$ cat src/rtl/fifo_fwft_adapter_if.sv
`default_nettype none
// ============================================================================
// Module      : fifo_fwft_adapter_if
// Description : FIFO read port and valid/ready stream bundle for the FWFT adapter.
// Revision    : 1.0 - initial release
// ============================================================================
interface fifo_fwft_adapter_if #(
    parameter int DATA_WIDTH = 16
);
    logic                  fifo_empty_i;
    logic                  fifo_rd_en_o;
    logic [DATA_WIDTH-1:0] fifo_dout_i;
    logic                  m_valid_o;
    logic                  m_ready_i;
    logic [DATA_WIDTH-1:0] m_data_o;
    logic [1:0]            level_o;

    // Adapter side
    modport master (
        input  fifo_empty_i,
        input  fifo_dout_i,
        input  m_ready_i,
        output fifo_rd_en_o,
        output m_valid_o,
        output m_data_o,
        output level_o
    );

    // FIFO / consumer side
    modport slave (
        output fifo_empty_i,
        output fifo_dout_i,
        output m_ready_i,
        input  fifo_rd_en_o,
        input  m_valid_o,
        input  m_data_o,
        input  level_o
    );
endinterface
`default_nettype wire

$ cat src/rtl/fifo_fwft_adapter.sv
`default_nettype none
// ============================================================================
// Module      : fifo_fwft_adapter
// Description : Standard-read FIFO to first-word-fall-through stream, two-entry
//               head/skid buffer. Define FWFT_LEVEL_EN for a registered level_o.
// Revision    : 1.0 - initial release
// ============================================================================
module fifo_fwft_adapter #(
    parameter int DATA_WIDTH = 16
) (
    input  logic                       sys_clk_i,
    input  logic                       rst_n_i,
    input  logic                       flush_i,
    fifo_fwft_adapter_if.master        bus
);

    logic                  r_head_vld;
    logic                  r_skid_vld;
    logic                  r_inflight;
    logic [DATA_WIDTH-1:0] r_head_dat;
    logic [DATA_WIDTH-1:0] r_skid_dat;

    logic                  w_head_vld_nxt;
    logic                  w_skid_vld_nxt;
    logic                  w_inflight_nxt;
    logic [DATA_WIDTH-1:0] w_head_dat_nxt;
    logic [DATA_WIDTH-1:0] w_skid_dat_nxt;

    logic [1:0]            w_cnt;
    logic [1:0]            w_occ;
    logic                  w_pop;
    logic                  w_rd_en;

    assign w_cnt   = {1'b0, r_head_vld} + {1'b0, r_skid_vld};
    assign w_occ   = w_cnt + {1'b0, r_inflight};
    assign w_pop   = r_head_vld & bus.m_ready_i;
    // Reset gates the request so it falls without waiting for a clock edge.
    assign w_rd_en = rst_n_i & ~bus.fifo_empty_i & ~flush_i &
                     ((w_occ < 2'd2) | w_pop);

    assign bus.fifo_rd_en_o = w_rd_en;
    assign bus.m_valid_o    = r_head_vld;
    assign bus.m_data_o     = r_head_dat;

    always_comb begin
        w_head_vld_nxt = r_head_vld;
        w_skid_vld_nxt = r_skid_vld;
        w_head_dat_nxt = r_head_dat;
        w_skid_dat_nxt = r_skid_dat;
        w_inflight_nxt = w_rd_en;
        if (flush_i) begin
            w_head_vld_nxt = 1'b0;
            w_skid_vld_nxt = 1'b0;
            w_inflight_nxt = 1'b0;
        end else begin
            if (w_pop) begin
                w_head_vld_nxt = r_skid_vld;
                w_head_dat_nxt = r_skid_vld ? r_skid_dat : r_head_dat;
                w_skid_vld_nxt = 1'b0;
            end
            // Arriving word lands behind whatever remains after the pop.
            if (r_inflight) begin
                if (!w_head_vld_nxt) begin
                    w_head_vld_nxt = 1'b1;
                    w_head_dat_nxt = bus.fifo_dout_i;
                end else begin
                    w_skid_vld_nxt = 1'b1;
                    w_skid_dat_nxt = bus.fifo_dout_i;
                end
            end
        end
    end

    always_ff @(posedge sys_clk_i or negedge rst_n_i) begin
        if (!rst_n_i) begin
            r_head_vld <= 1'b0;
            r_skid_vld <= 1'b0;
            r_inflight <= 1'b0;
            r_head_dat <= '0;
            r_skid_dat <= '0;
        end else begin
            r_head_vld <= w_head_vld_nxt;
            r_skid_vld <= w_skid_vld_nxt;
            r_inflight <= w_inflight_nxt;
            r_head_dat <= w_head_dat_nxt;
            r_skid_dat <= w_skid_dat_nxt;
        end
    end

`ifdef FWFT_LEVEL_EN
    logic [1:0] r_level;

    always_ff @(posedge sys_clk_i or negedge rst_n_i) begin
        if (!rst_n_i) begin
            r_level <= 2'd0;
        end else begin
            r_level <= {1'b0, w_head_vld_nxt} + {1'b0, w_skid_vld_nxt};
        end
    end

    assign bus.level_o = r_level;
`else
    assign bus.level_o = 2'd0;
`endif

endmodule
`default_nettype wire
$ cat src/flat_wrapper.sv
// flat-port wrapper written by rule: the top's interface ports become plain ports
module fifo_fwft_adapter_flat 
#(
    parameter int DATA_WIDTH = 16
)
  (sys_clk_i, rst_n_i, flush_i, bus_fifo_empty_i, bus_fifo_dout_i, bus_m_ready_i, bus_fifo_rd_en_o, bus_m_valid_o, bus_m_data_o, bus_level_o);
  fifo_fwft_adapter_if #(.DATA_WIDTH(DATA_WIDTH)) bus_i ();
  input  logic sys_clk_i;
  input  logic rst_n_i;
  input  logic flush_i;
  input wire logic [$bits(bus_i.fifo_empty_i)-1:0] bus_fifo_empty_i;
  input wire logic [$bits(bus_i.fifo_dout_i)-1:0] bus_fifo_dout_i;
  input wire logic [$bits(bus_i.m_ready_i)-1:0] bus_m_ready_i;
  output wire logic [$bits(bus_i.fifo_rd_en_o)-1:0] bus_fifo_rd_en_o;
  output wire logic [$bits(bus_i.m_valid_o)-1:0] bus_m_valid_o;
  output wire logic [$bits(bus_i.m_data_o)-1:0] bus_m_data_o;
  output wire logic [$bits(bus_i.level_o)-1:0] bus_level_o;
  assign bus_i.fifo_empty_i = bus_fifo_empty_i;
  assign bus_i.fifo_dout_i = bus_fifo_dout_i;
  assign bus_i.m_ready_i = bus_m_ready_i;
  assign bus_fifo_rd_en_o = bus_i.fifo_rd_en_o;
  assign bus_m_valid_o = bus_i.m_valid_o;
  assign bus_m_data_o = bus_i.m_data_o;
  assign bus_level_o = bus_i.level_o;
  fifo_fwft_adapter #(.DATA_WIDTH(DATA_WIDTH)) u_core (.sys_clk_i(sys_clk_i), .rst_n_i(rst_n_i), .flush_i(flush_i), .bus(bus_i));
endmodule
$ cat config.mk
export PLATFORM = sky130hd
export DESIGN_NAME = fifo_fwft_adapter_flat
export DESIGN_NICKNAME = d
export VERILOG_FILES = /design/src/rtl/fifo_fwft_adapter_if.sv /design/src/rtl/fifo_fwft_adapter.sv /design/src/flat_wrapper.sv
export SDC_FILE = /design/constraint.sdc
export NUM_CORES = 1
export LEC_CHECK = 0
export ABC_AREA = 1
export CAP_MARGIN = 20
export CORE_ASPECT_RATIO = 0.75
export CORE_UTILIZATION = 54
export DETAILED_ROUTE_END_ITERATION = 8
export MAX_ROUTING_LAYER = met4
export PLACE_DENSITY_LB_ADDON = 0.12
export SYNTH_ARGS = -nofsm -noshare
export SYNTH_HDL_FRONTEND = slang
export SYNTH_SLANG_ARGS = --single-unit
$ cat constraint.sdc
create_clock -name sys_clk_i -period 3 [get_ports sys_clk_i]
set_input_delay 0.3 -clock sys_clk_i [delete_from_list [all_inputs] [get_ports sys_clk_i]]
set_output_delay 0.3 -clock sys_clk_i [all_outputs]
set_load 0.01 [all_outputs]
# ---- After elaboration in Yosys (flattened, before gate mapping)
# Index checks and enable logic that the tools add are counted.
dict set report totals {
  ram_bits 0
  reg_bits 35
  mem_count 0
  out_inout_bits 20
  wordCells 29
  romBits 0
  latchBits 0
}
dict set report classes {
  n_eq_ne 0
  n_bitwise 7
  n_lt_le_gt_ge 1
  shifts 0
  n_div 0
  reduce_logical 1
  muxes 13
  n_addsub 2
  multipliers 0
}
# cell count
set op_table {}
lappend op_table {{$mux W16} 4}
lappend op_table {{$mux W1} 9}
lappend op_table {{$and A1 B1 Y1} 4}
lappend op_table {{$reduce_and A3 Y1} 1}
lappend op_table {{$add A1 B1 Y2} 1}
lappend op_table {{$add A2 B1 Y2} 1}
lappend op_table {{$lt A2 B2 Y1 const B} 1}
lappend op_table {{$not A1 Y1} 2}
lappend op_table {{$or A1 B1 Y1} 1}

# ---- Longest topological paths before layout
# Gate-level depths: netlist of the first run.
dict set report logic_depth {
  word_depth 6
  mapped_depth 9
}

# ---- Worst setup path after synthesis of the first run
# No wires, ideal clock.
dict set report synth_path {
  path_kind {register to output}
  from {reg u_core.r_head_vld, in the netlist u_core.bus.m_valid_o}
  to {out bus_fifo_rd_en_o}
  slack_ps 1604
  arrival_ps 1096
  path_stages_with_launch 4
  n_path_buf 0
  path_cell_list {dfrtp_1 > ha_1 > a21oi_1 > o211a_1}
}
dict set report synth_between {
  elab_chain_cells 5
  word_cells_on_any_way 6
  classes_between {add/sub: 2; order compare: 1; bitwise: 3}
}
# element line_no
set synth_lines {}
lappend synth_lines {{start: declaration} fifo_fwft_adapter.sv:17} ;# logic r_head_vld;
lappend synth_lines {{start signal: assignment} fifo_fwft_adapter.sv:82} ;# r_head_vld <= w_head_vld_nxt;
lappend synth_lines {{$add A1 B1 Y2} fifo_fwft_adapter.sv:34} ;# assign w_cnt = {1'b0, r_head_vld} + {1'b0, r_skid_vld};
lappend synth_lines {{$add A2 B1 Y2} fifo_fwft_adapter.sv:35} ;# assign w_occ = w_cnt + {1'b0, r_inflight};
lappend synth_lines {{$lt A2 B2 Y1} fifo_fwft_adapter.sv:39} ;# ((w_occ < 2'd2) | w_pop);
lappend synth_lines {{$or A1 B1 Y1 *} fifo_fwft_adapter.sv:39}
lappend synth_lines {{$and A1 B1 Y1 *} fifo_fwft_adapter.sv:38} ;# assign w_rd_en = rst_n_i & ~bus.fifo_empty_i & ~flush_i &
lappend synth_lines {{end: declaration} flat_wrapper.sv:14} ;# output wire logic [$bits(bus_i.fifo_rd_en_o)-1:0] bus_fifo_rd_en_o;
# Every way passes the cells marked *; elsewhere a longest branch is shown, timed or not.

# ---- Worst setup path in the final report of the first run
# Ends and elaborated chain as after synthesis.

==> reports/metrics.cfg, run 1 <==
[die]
core_area_mm2=0.003288
die_h_um=52.68
fp.dieArea_mm2=0.003665
start_util_pct=56.24
fp-row-count=18
die_x_um=69.57
io-pin-count=41

[grt]
gr-total-overflow=0
grt_pass1_wl_mm=7.017
antenna_found_initial=0
grt_max_degree=37
grt_pass1_vias=1563
grt_use_total_pct=26.17

[critical_path]
worst_setup_path_start_kind=flip-flop
worst_r2r_endpoint=u_core.r_skid_dat[14]$_DFFE_PN0P_
critical_path.top_delay_family=buffers and inverters
critPathCaptureType=output pin
regToRegStartpoint=u_core.r_inflight$_DFF_PN0_
max_stage_delay_ns=0.52
rrSetupSlack_ns=1.32
critical_path_class=flip-flop to output pin
r2r_cells=5
worstPathBufferInverterCount=1
cpMaxStageDelayCell=clkdlybuf4s50_1
worstPathCellList=ha_1 -> a21oi_1 -> o211a_1 -> clkdlybuf4s50_1
crit_required_ns=2.70
worstPathMaxFanout=5
cp.arrival_ns=1.90

[clocking]
numCtsBuffers=5
root_buffer=clkbuf_8
cts_buffer_depth=2
clock_sinks=35
tritoncts=built
path_clk_slew_ns=0.06
htree_levels=2
cts_setup_buffers=0
insertion_delay_ns=0.28
hold_buffers=0
post_cts_resized=0

[cells_and_area]
multi_input_area_um2=763.2
drive_above_1_share_pct=5.743
seqCellArea_um2=875.8
nets=319
diodes=0
layout_common_cells=115 x nand2_1, 37 x clkdlybuf4s50_1, 35 x dfrtp_1, 33 x inv_1, 32 x nand3_1
mostFrequentLayoutCell=nand2_1
areaGrowthSynthToFinish_pct=25.58
nFillCells=290

[timing]
period_share_pct=73.38
worst_pin_slew_ns=0.5094
layout_min_cycle_time_ns=2.202
final-hold-violation-count=0
setup_viol=0
clock.fmax_ghz=0.4542
tns_ns=0
relSlewSlack_pct=65.94
slew_viol_final=0
rsz0062_at_grt=false
skew_ns=0.002921

[synth]
synth-seq-cells=35
yosysTopAreaCellShare_pct=47.36
yosysTopAreaCell=dfrtp_1
ys_seq_area_share_pct=47.36
synth_cells=260
synthFlopType=dfrtp_1
syn_area_per_cell_um2=7.113
synthTopCellsByArea=dfrtp_1 47%, nand2_1 23%, nand3_1 8.7%
synthArstFlopShare_pct=100.0
syn_area_mm2=0.001849
synth-edff-count=0
synthDistinctLibCells=21
synth_warnings=0

[route]
wl_per_cell_um=12.44
viasPerCell=5.122
wl_mm=4.181
drc_errors=0
drt_iter0_markers=94
vias=1721
drt_pass1_iterations=4
ant_nets=0

[placement]
port_buffers=38
gp_congestion=0.8176
dp_hpwl_mm=2.667

[job]
drv_cap=0

[run_status]
status=finished, final reports clean

[power]
vdd_drop_max_mv=0.2756
totalPowerFinal_uw=1136
power.density_mw_per_mm2=489.4
leakage_uw=0.001281

[worst_hold_path]
min-delay-path-class=input port to asynchronous set/reset pin

==> state kept, by name, summed over array words and instances (netlist names) <==
signal / count
u_core.bus.m_data_o: 16
u_core.r_skid_dat: 16
u_core.bus.m_valid_o: 1
u_core.r_inflight: 1
u_core.r_skid_vld: 1
==> metal layers <==
layer / track usage (%) / routed length [um] / vias up
met5: - / 0 / -
met1: 31.94 / 1976 / 787
li1: - / - / 866
met4: 10.20 / 70 / 0
met3: 6.538 / 323 / 9
met2: 42.72 / 1811 / 59
==> synthesized netlist by cell type (2+ instances only) <==
cell type / n
buf_2: 6
nand2_2: 2
inv_2: 3
o21ai_0: 16
o211a_1: 2
nand2_1: 115
inv_1: 33
dfrtp_1: 35
nand3_1: 32
clkbuf_1: 3
buf_4: 3
==> layout make-up <==
class / count / share of cell area, %
Sequential cell: 35 / 37.72
Multi-Input combinational cell: 176 / 32.87
Clock buffer: 6 / 3.125
Timing Repair Buffer: 43 / 18.32
Tap cell: 40 / 2.155
Inverter: 36 / 5.819
==> logic make-up after synthesis <==
| family | count (synthesis) | share of synthesized area, % |
|---|---|---|
| adder cells (fa/ha/maj) | 1 | 0.6765 |
| AO/OA/AOI/OAI | 21 | 6.360 |
| AND/OR/NAND/NOR | 152 | 33.83 |
| other | 1 | 0.2028 |
| flip-flops | 35 | 47.36 |
| buffers and inverters | 50 | 11.57 |
==> worst max-delay path by stage <==
stage / start / slack (ns) / cells after the start / endpoint
finish: u_core.bus.m_valid_o$_DFF_PN0_ / 0.80 / 4 / bus_fifo_rd_en_o
global route: u_core.bus.m_valid_o$_DFF_PN0_ / 0.69 / 4 / bus_fifo_rd_en_o
CTS: u_core.bus.m_valid_o$_DFF_PN0_ / 0.80 / 4 / bus_fifo_rd_en_o
detailed placement: flush_i / 0.87 / 4 / bus_fifo_rd_en_o
global placement: flush_i / 0.87 / 4 / bus_fifo_rd_en_o
floorplan: u_core.bus.m_valid_o$_DFF_PN0_ / 1.60 / 3 / bus_fifo_rd_en_o
==> power breakdown <==
part           leakage (uW)  internal [uW]  switching, uW
Clock             0.0000371            154            154
Combinational      0.000780            139            124
Sequential         0.000464            525           39.3
Total               0.00128            819            317
==> metrics by stage <==
step           utilization, %  hold slack, ns  worst slack, ns  area (um^2)  std cells
2_1_floorplan               -        0.004409            1.604         1853        261
3_3_place_gp            68.42          0.4086           0.8745         2250        330
3_5_place_dp            68.42          0.4026           0.8723         2250        330
4_1_cts                 70.62          0.1019           0.7955         2322        336
5_1_grt                 70.62          0.1159           0.6866         2322        336
6_report                70.62         0.08127           0.7985         2322        336
Note: power is estimated with default switching activity, not from simulation.
==> inputs of run 2 (changes only) <==
--- a/config.mk
+++ b/config.mk
@@ -8,7 +8,7 @@
 export ABC_AREA = 1
 export CAP_MARGIN = 20
 export CORE_ASPECT_RATIO = 0.75
-export CORE_UTILIZATION = 54
+export CORE_UTILIZATION = 50
 export DETAILED_ROUTE_END_ITERATION = 8
 export MAX_ROUTING_LAYER = met4
 export PLACE_DENSITY_LB_ADDON = 0.12
==> constraint.sdc (replaced) <==
create_clock -name sys_clk_i -period 2.26 [get_ports sys_clk_i]
set_input_delay 0.226 -clock sys_clk_i [delete_from_list [all_inputs] [get_ports sys_clk_i]]
set_output_delay 0.226 -clock sys_clk_i [all_outputs]
set_load 0.01 [all_outputs]
==> run 2 against run 1 <==
Via count decreased by 0.87%. Sequential share of layout area down 1.1 points. Clock-buffer cell count up 2. Highest routed layer unchanged. Clock power grew 61%.
==> reports/metrics.cfg, run 2 (synthesized netlist as in run 1, its figures left out) <==
[run_status]
status=finished, final reports clean

[route]
ant_nets=0
drt_iter0_markers=109
wl_per_cell_um=11.87
viasPerCell=4.860
wl_mm=4.167
drc_errors=0
vias=1706
drt_pass1_iterations=4

[placement]
dp_hpwl_mm=2.745
place_inst=343
port_buffers=38
gp_congestion=0.7725

[cells_and_area]
final_cell_count_no_fill=351
mostFrequentLayoutCell=nand2_1
areaGrowthSynthToFinish_pct=29.23
drive_above_1_share_pct=6.977
seqCellArea_um2=875.8
multi_input_area_um2=763.2
layout_common_cells=115 x nand2_1, 38 x clkdlybuf4s50_1, 35 x dfrtp_1, 33 x inv_1, 32 x nand3_1
diodes=0
nets=322
nFillCells=312

[die]
die_h_um=54.67
fp.dieArea_mm2=0.003948
io-pin-count=41
start_util_pct=54.38
fp-row-count=18
core_area_mm2=0.003401
die_x_um=72.23

[worst_hold_path]
min-delay-path-class=input port to asynchronous set/reset pin

[grt]
grt_pass1_vias=1498
grt_use_total_pct=24.40
antenna_found_initial=0
grt_max_degree=37
grt_pass1_wl_mm=6.824
gr-total-overflow=0

[timing]
skew_ns=0.003955
tns_ns=0
clock.fmax_ghz=0.4624
slew_viol_final=0
layout_min_cycle_time_ns=2.162
setup_viol=0
period_share_pct=95.68
rsz0062_at_grt=false
final-hold-violation-count=0

[critical_path]
critical_path_class=flip-flop to output pin
critPathCaptureType=output pin
cp.arrival_ns=1.94
crit_required_ns=2.03
worst_setup_path_start_kind=flip-flop
worstPathMaxFanout=5

[power]
power.density_mw_per_mm2=668.3
power_frac_clock_pct=31.0
leakage_uw=0.001310
seqPwrFrac_pct=46.9
combPwrFrac_pct=22.1
cellInternalPower_uw=1163
vdd_drop_max_mv=0.3844
sw_frac_of_total_pct=27.21
p_sw_uw=434.6

[clocking]
tritoncts=built
insertion_delay_ns=0.28
path_clk_slew_ns=0.07
hold_buffers=0
cts_setup_buffers=0
clock_sinks=35
numCtsBuffers=5
cts_buffer_depth=2
htree_levels=2
post_cts_resized=0
root_buffer=clkbuf_8

[job]
drv_cap=0

==> run 2: changes by cell type in the layout (fill, tap and decap cells not counted), sizes merged <==
| cell | previous run | this run |
|---|---|---|
| clkdlybuf4s50 | 37 | 38 |
| clkbuf | 6 | 8 |
| buf | 6 | 8 |
==> run 2: layer usage <==
layer / track usage (%) / vias up / part of all wire [%]
met1: 32.56 / 775 / 49
met5: - / - / 0
li1: - / 873 / -
met3: 4.420 / 7 / 5.9
met4: 9.477 / 0 / 1.2
met2: 37.54 / 51 / 43
==> run 2: path summary, 6_finish.rpt <==
check / slack [ns] / end / depth (start not counted) / startpoint
worst max-delay path: 0.1 / bus_fifo_rd_en_o / 4 / u_core.bus.m_valid_o$_DFF_PN0_
worst min-delay path: 0.41 / u_core.bus.m_data_o[1]$_DFFE_PN0N_ / 2 / rst_n_i
worst max register to register: 0.72 / u_core.r_skid_dat[14]$_DFFE_PN0P_ / 5 / u_core.r_inflight$_DFF_PN0_
worst min register to register: 0.49 / u_core.r_skid_dat[5]$_DFFE_PN0P_ / 2 / u_core.r_skid_dat[5]$_DFFE_PN0P_
max in group asynchronous: 1.53 / u_core.bus.m_data_o[10]$_DFFE_PN0N_ / 2 / rst_n_i
min in group sys_clk_i: 0.49 / u_core.r_skid_dat[5]$_DFFE_PN0P_ / 2 / u_core.r_skid_dat[5]$_DFFE_PN0P_
==> run 2: cell type report <==
cell class              count  share of cell area, %
flip-flops and latches     35                  36.65
multi-input cells         176                  31.94
repair buffers             46                  18.95
clock buffers               8                  4.188
well taps                  50                  2.618
inverters                  36                  5.654
==> run 2: through the flow <==
stage               util, %  total power [uW]  hold WS, ns  setup WS [ns]  area [um^2]
finish                70.27              1597       0.4061        0.09759         2390
global route          70.27              1689       0.4512        0.02411         2390
CTS                   70.27              1610       0.4254         0.1033         2390
detailed placement    67.33              1113       0.4732         0.4142         2290
global placement      67.33              1104       0.4671         0.4204         2290
floorplan                 -             923.8     -0.06959         0.9375         1853
==> run 2: worst max-delay path, cell delays in order (launching register included) <==
cell             delay [ns]
dfrtp_1                0.43
ha_1                   0.32
a21oi_1                0.21
o211a_1                0.17
clkdlybuf4s50_1        0.52
==> run 2: power by group through the flow <==
stage / Combinational, uW / Clock (uW) / Sequential, uW
CTS: 356 / 506 / 748
global route: 398 / 533 / 758
finish: 353 / 496 / 749
global placement: 347 / 0 / 757
floorplan: 147 / 0 / 777
detailed placement: 354 / 0 / 759
==> inputs of run 3 (changes only) <==
--- a/config.mk
+++ b/config.mk
@@ -7,8 +7,10 @@
 export LEC_CHECK = 0
 export ABC_AREA = 1
 export CAP_MARGIN = 20
+export CELL_PAD_IN_SITES_DETAIL_PLACEMENT = 1
+export CELL_PAD_IN_SITES_GLOBAL_PLACEMENT = 1
 export CORE_ASPECT_RATIO = 0.75
-export CORE_UTILIZATION = 50
+export CORE_UTILIZATION = 35
 export DETAILED_ROUTE_END_ITERATION = 8
 export MAX_ROUTING_LAYER = met4
 export PLACE_DENSITY_LB_ADDON = 0.12
==> run 3 against run 2 <==
The flow now finishes with violations (negative hold slack). Cell count increased by 6.3%. Sequential power about the same. Combinational power about the same. Worst setup slack got worse by 0.032 ns.
==> reports/metrics.cfg, run 3 (synthesized netlist as in run 1, its figures left out) <==
[run_status]
status=complete, but fails checks
failed_checks=negative hold slack

[placement]
dp_slack_ns=0.3798
gp_congestion=0.7677
port_buffers=38
dpl_cell_area_mm2=0.002300
dp_hpwl_mm=3.370

[clocking]
cts_buffer_depth=2
root_buffer=clkbuf_8
numCtsBuffers=5
hold_buffers=0
clock_sinks=35
tritoncts=built
cts_setup_buffers=0
path_clk_slew_ns=0.07
insertion_delay_ns=0.29
htree_levels=2
post_cts_resized=0

[grt]
antenna_found_initial=0
grt_pass1_wl_mm=8.431
grt_max_degree=37
gr-total-overflow=0
grt_use_total_pct=20.68
grt_pass1_vias=1754

[job]
drv_cap=0

[timing]
period_share_pct=97.11
clock.fmax_ghz=0.4557
slew_viol_final=0
whs_ns=-0.01072
tns_ns=0
layout_min_cycle_time_ns=2.195
final-hold-violation-count=10
rsz0062_at_grt=false
setup_viol=0
skew_ns=0.004604
worst_slack_ns=0.06536

[cells_and_area]
areaGrowthSynthToFinish_pct=29.77
seqCellArea_um2=875.8
layout_common_cells=115 x nand2_1, 37 x clkdlybuf4s50_1, 35 x dfrtp_1, 33 x inv_1, 32 x nand3_1
multi_input_area_um2=763.2
diodes=0
nFillCells=641
fin_area_mm2=0.002400
drive_above_1_share_pct=7.309
nets=322
mostFrequentLayoutCell=nand2_1

[critical_path]
regToRegStartpoint=u_core.r_skid_vld$_DFF_PN0_
cp.arrival_ns=1.97
worst_r2r_endpoint=u_core.bus.m_data_o[6]$_DFFE_PN0N_
worstPathCellList=ha_1 -> a21oi_1 -> o211a_1 -> clkdlybuf4s50_1
r2r_cells=7
worst_setup_path_start_kind=flip-flop
critPathCaptureType=output pin
rrSetupSlack_ns=0.82
critical_path_class=flip-flop to output pin
cpMaxStageDelayCell=clkdlybuf4s50_1
worstPathMaxFanout=5
crit_required_ns=2.03
max_stage_delay_ns=0.53

[route]
ant_nets=0
wl_per_cell_um=13.54
drc_errors=0
vias=1711
drt_iter0_markers=94
viasPerCell=4.587
wl_mm=5.049
drt_pass1_iterations=4

[die]
fp.dieArea_mm2=0.005581
io-pin-count=41
core_area_mm2=0.004982
die_h_um=64.95
die_x_um=85.94
start_util_pct=37.12
fp-row-count=22

[worst_hold_path]
min-delay-path-class=input port to asynchronous set/reset pin

[power]
leakage_uw=0.001303
power.density_mw_per_mm2=670.6
vdd_drop_max_mv=0.2838

[run 3: changes by cell type in the layout (fill, tap and decap cells not counted), sizes merged]
cell / previous run / this run
clkdlybuf4s50: 38 / 37
buf: 8 / 9
[run 3: layout make-up]
| type | count | share of cell area (%) |
|---|---|---|
| tap | 72 | 3.754 |
| inverter | 36 | 5.631 |
| sequential | 35 | 36.50 |
| multi-input combinational | 176 | 31.80 |
| clock buffer | 8 | 4.171 |
| timing repair buffer | 46 | 18.14 |
[run 3: how the worst max path moves through the flow]
stage                                   start  slack (ns)  depth (start not counted)          endpoint
5_1_grt        u_core.bus.m_valid_o$_DFF_PN0_       0.002                          4  bus_fifo_rd_en_o
3_3_place_gp                    bus_m_ready_i        0.43                          5  bus_fifo_rd_en_o
3_5_place_dp   u_core.bus.m_valid_o$_DFF_PN0_        0.38                          4  bus_fifo_rd_en_o
4_1_cts        u_core.bus.m_valid_o$_DFF_PN0_        0.04                          4  bus_fifo_rd_en_o
2_1_floorplan  u_core.bus.m_valid_o$_DFF_PN0_        0.94                          3  bus_fifo_rd_en_o
6_report       u_core.bus.m_valid_o$_DFF_PN0_        0.07                          4  bus_fifo_rd_en_o
[run 3: metrics by stage]
stage / util (%) / hold WS [ns] / total power, uW / cells
floorplan: - / -0.06959 / 923.8 / 261
global placement: 46.16 / 0.3326 / 1109 / 365
detailed placement: 46.16 / 0.3336 / 1121 / 365
CTS: 48.17 / 0.01180 / 1632 / 373
global route: 48.17 / 0.03367 / 1713 / 373
finish: 48.17 / -0.01072 / 1609 / 373
[run 3: routing by layer]
metal  wire length (um)  global-route usage (%)
met1               2500                   26.14
met2               2249                   32.74
met3                222                   4.204
met4                 76                   8.125
met5                  0                       -
[run 3: report_power, final]
group	total, uW	switching, uW	internal (uW)
Sequential	750	53.1	697
Clock	504	226	278
Combinational	355	170	185
[run 3: critical path, delay by kind of cell, from the launching register on]
family          cells  cell delay [ns]
fa+ha+maj           1             0.31
flops               1             0.44
buf+inv             1             0.53
compound gates      2             0.40
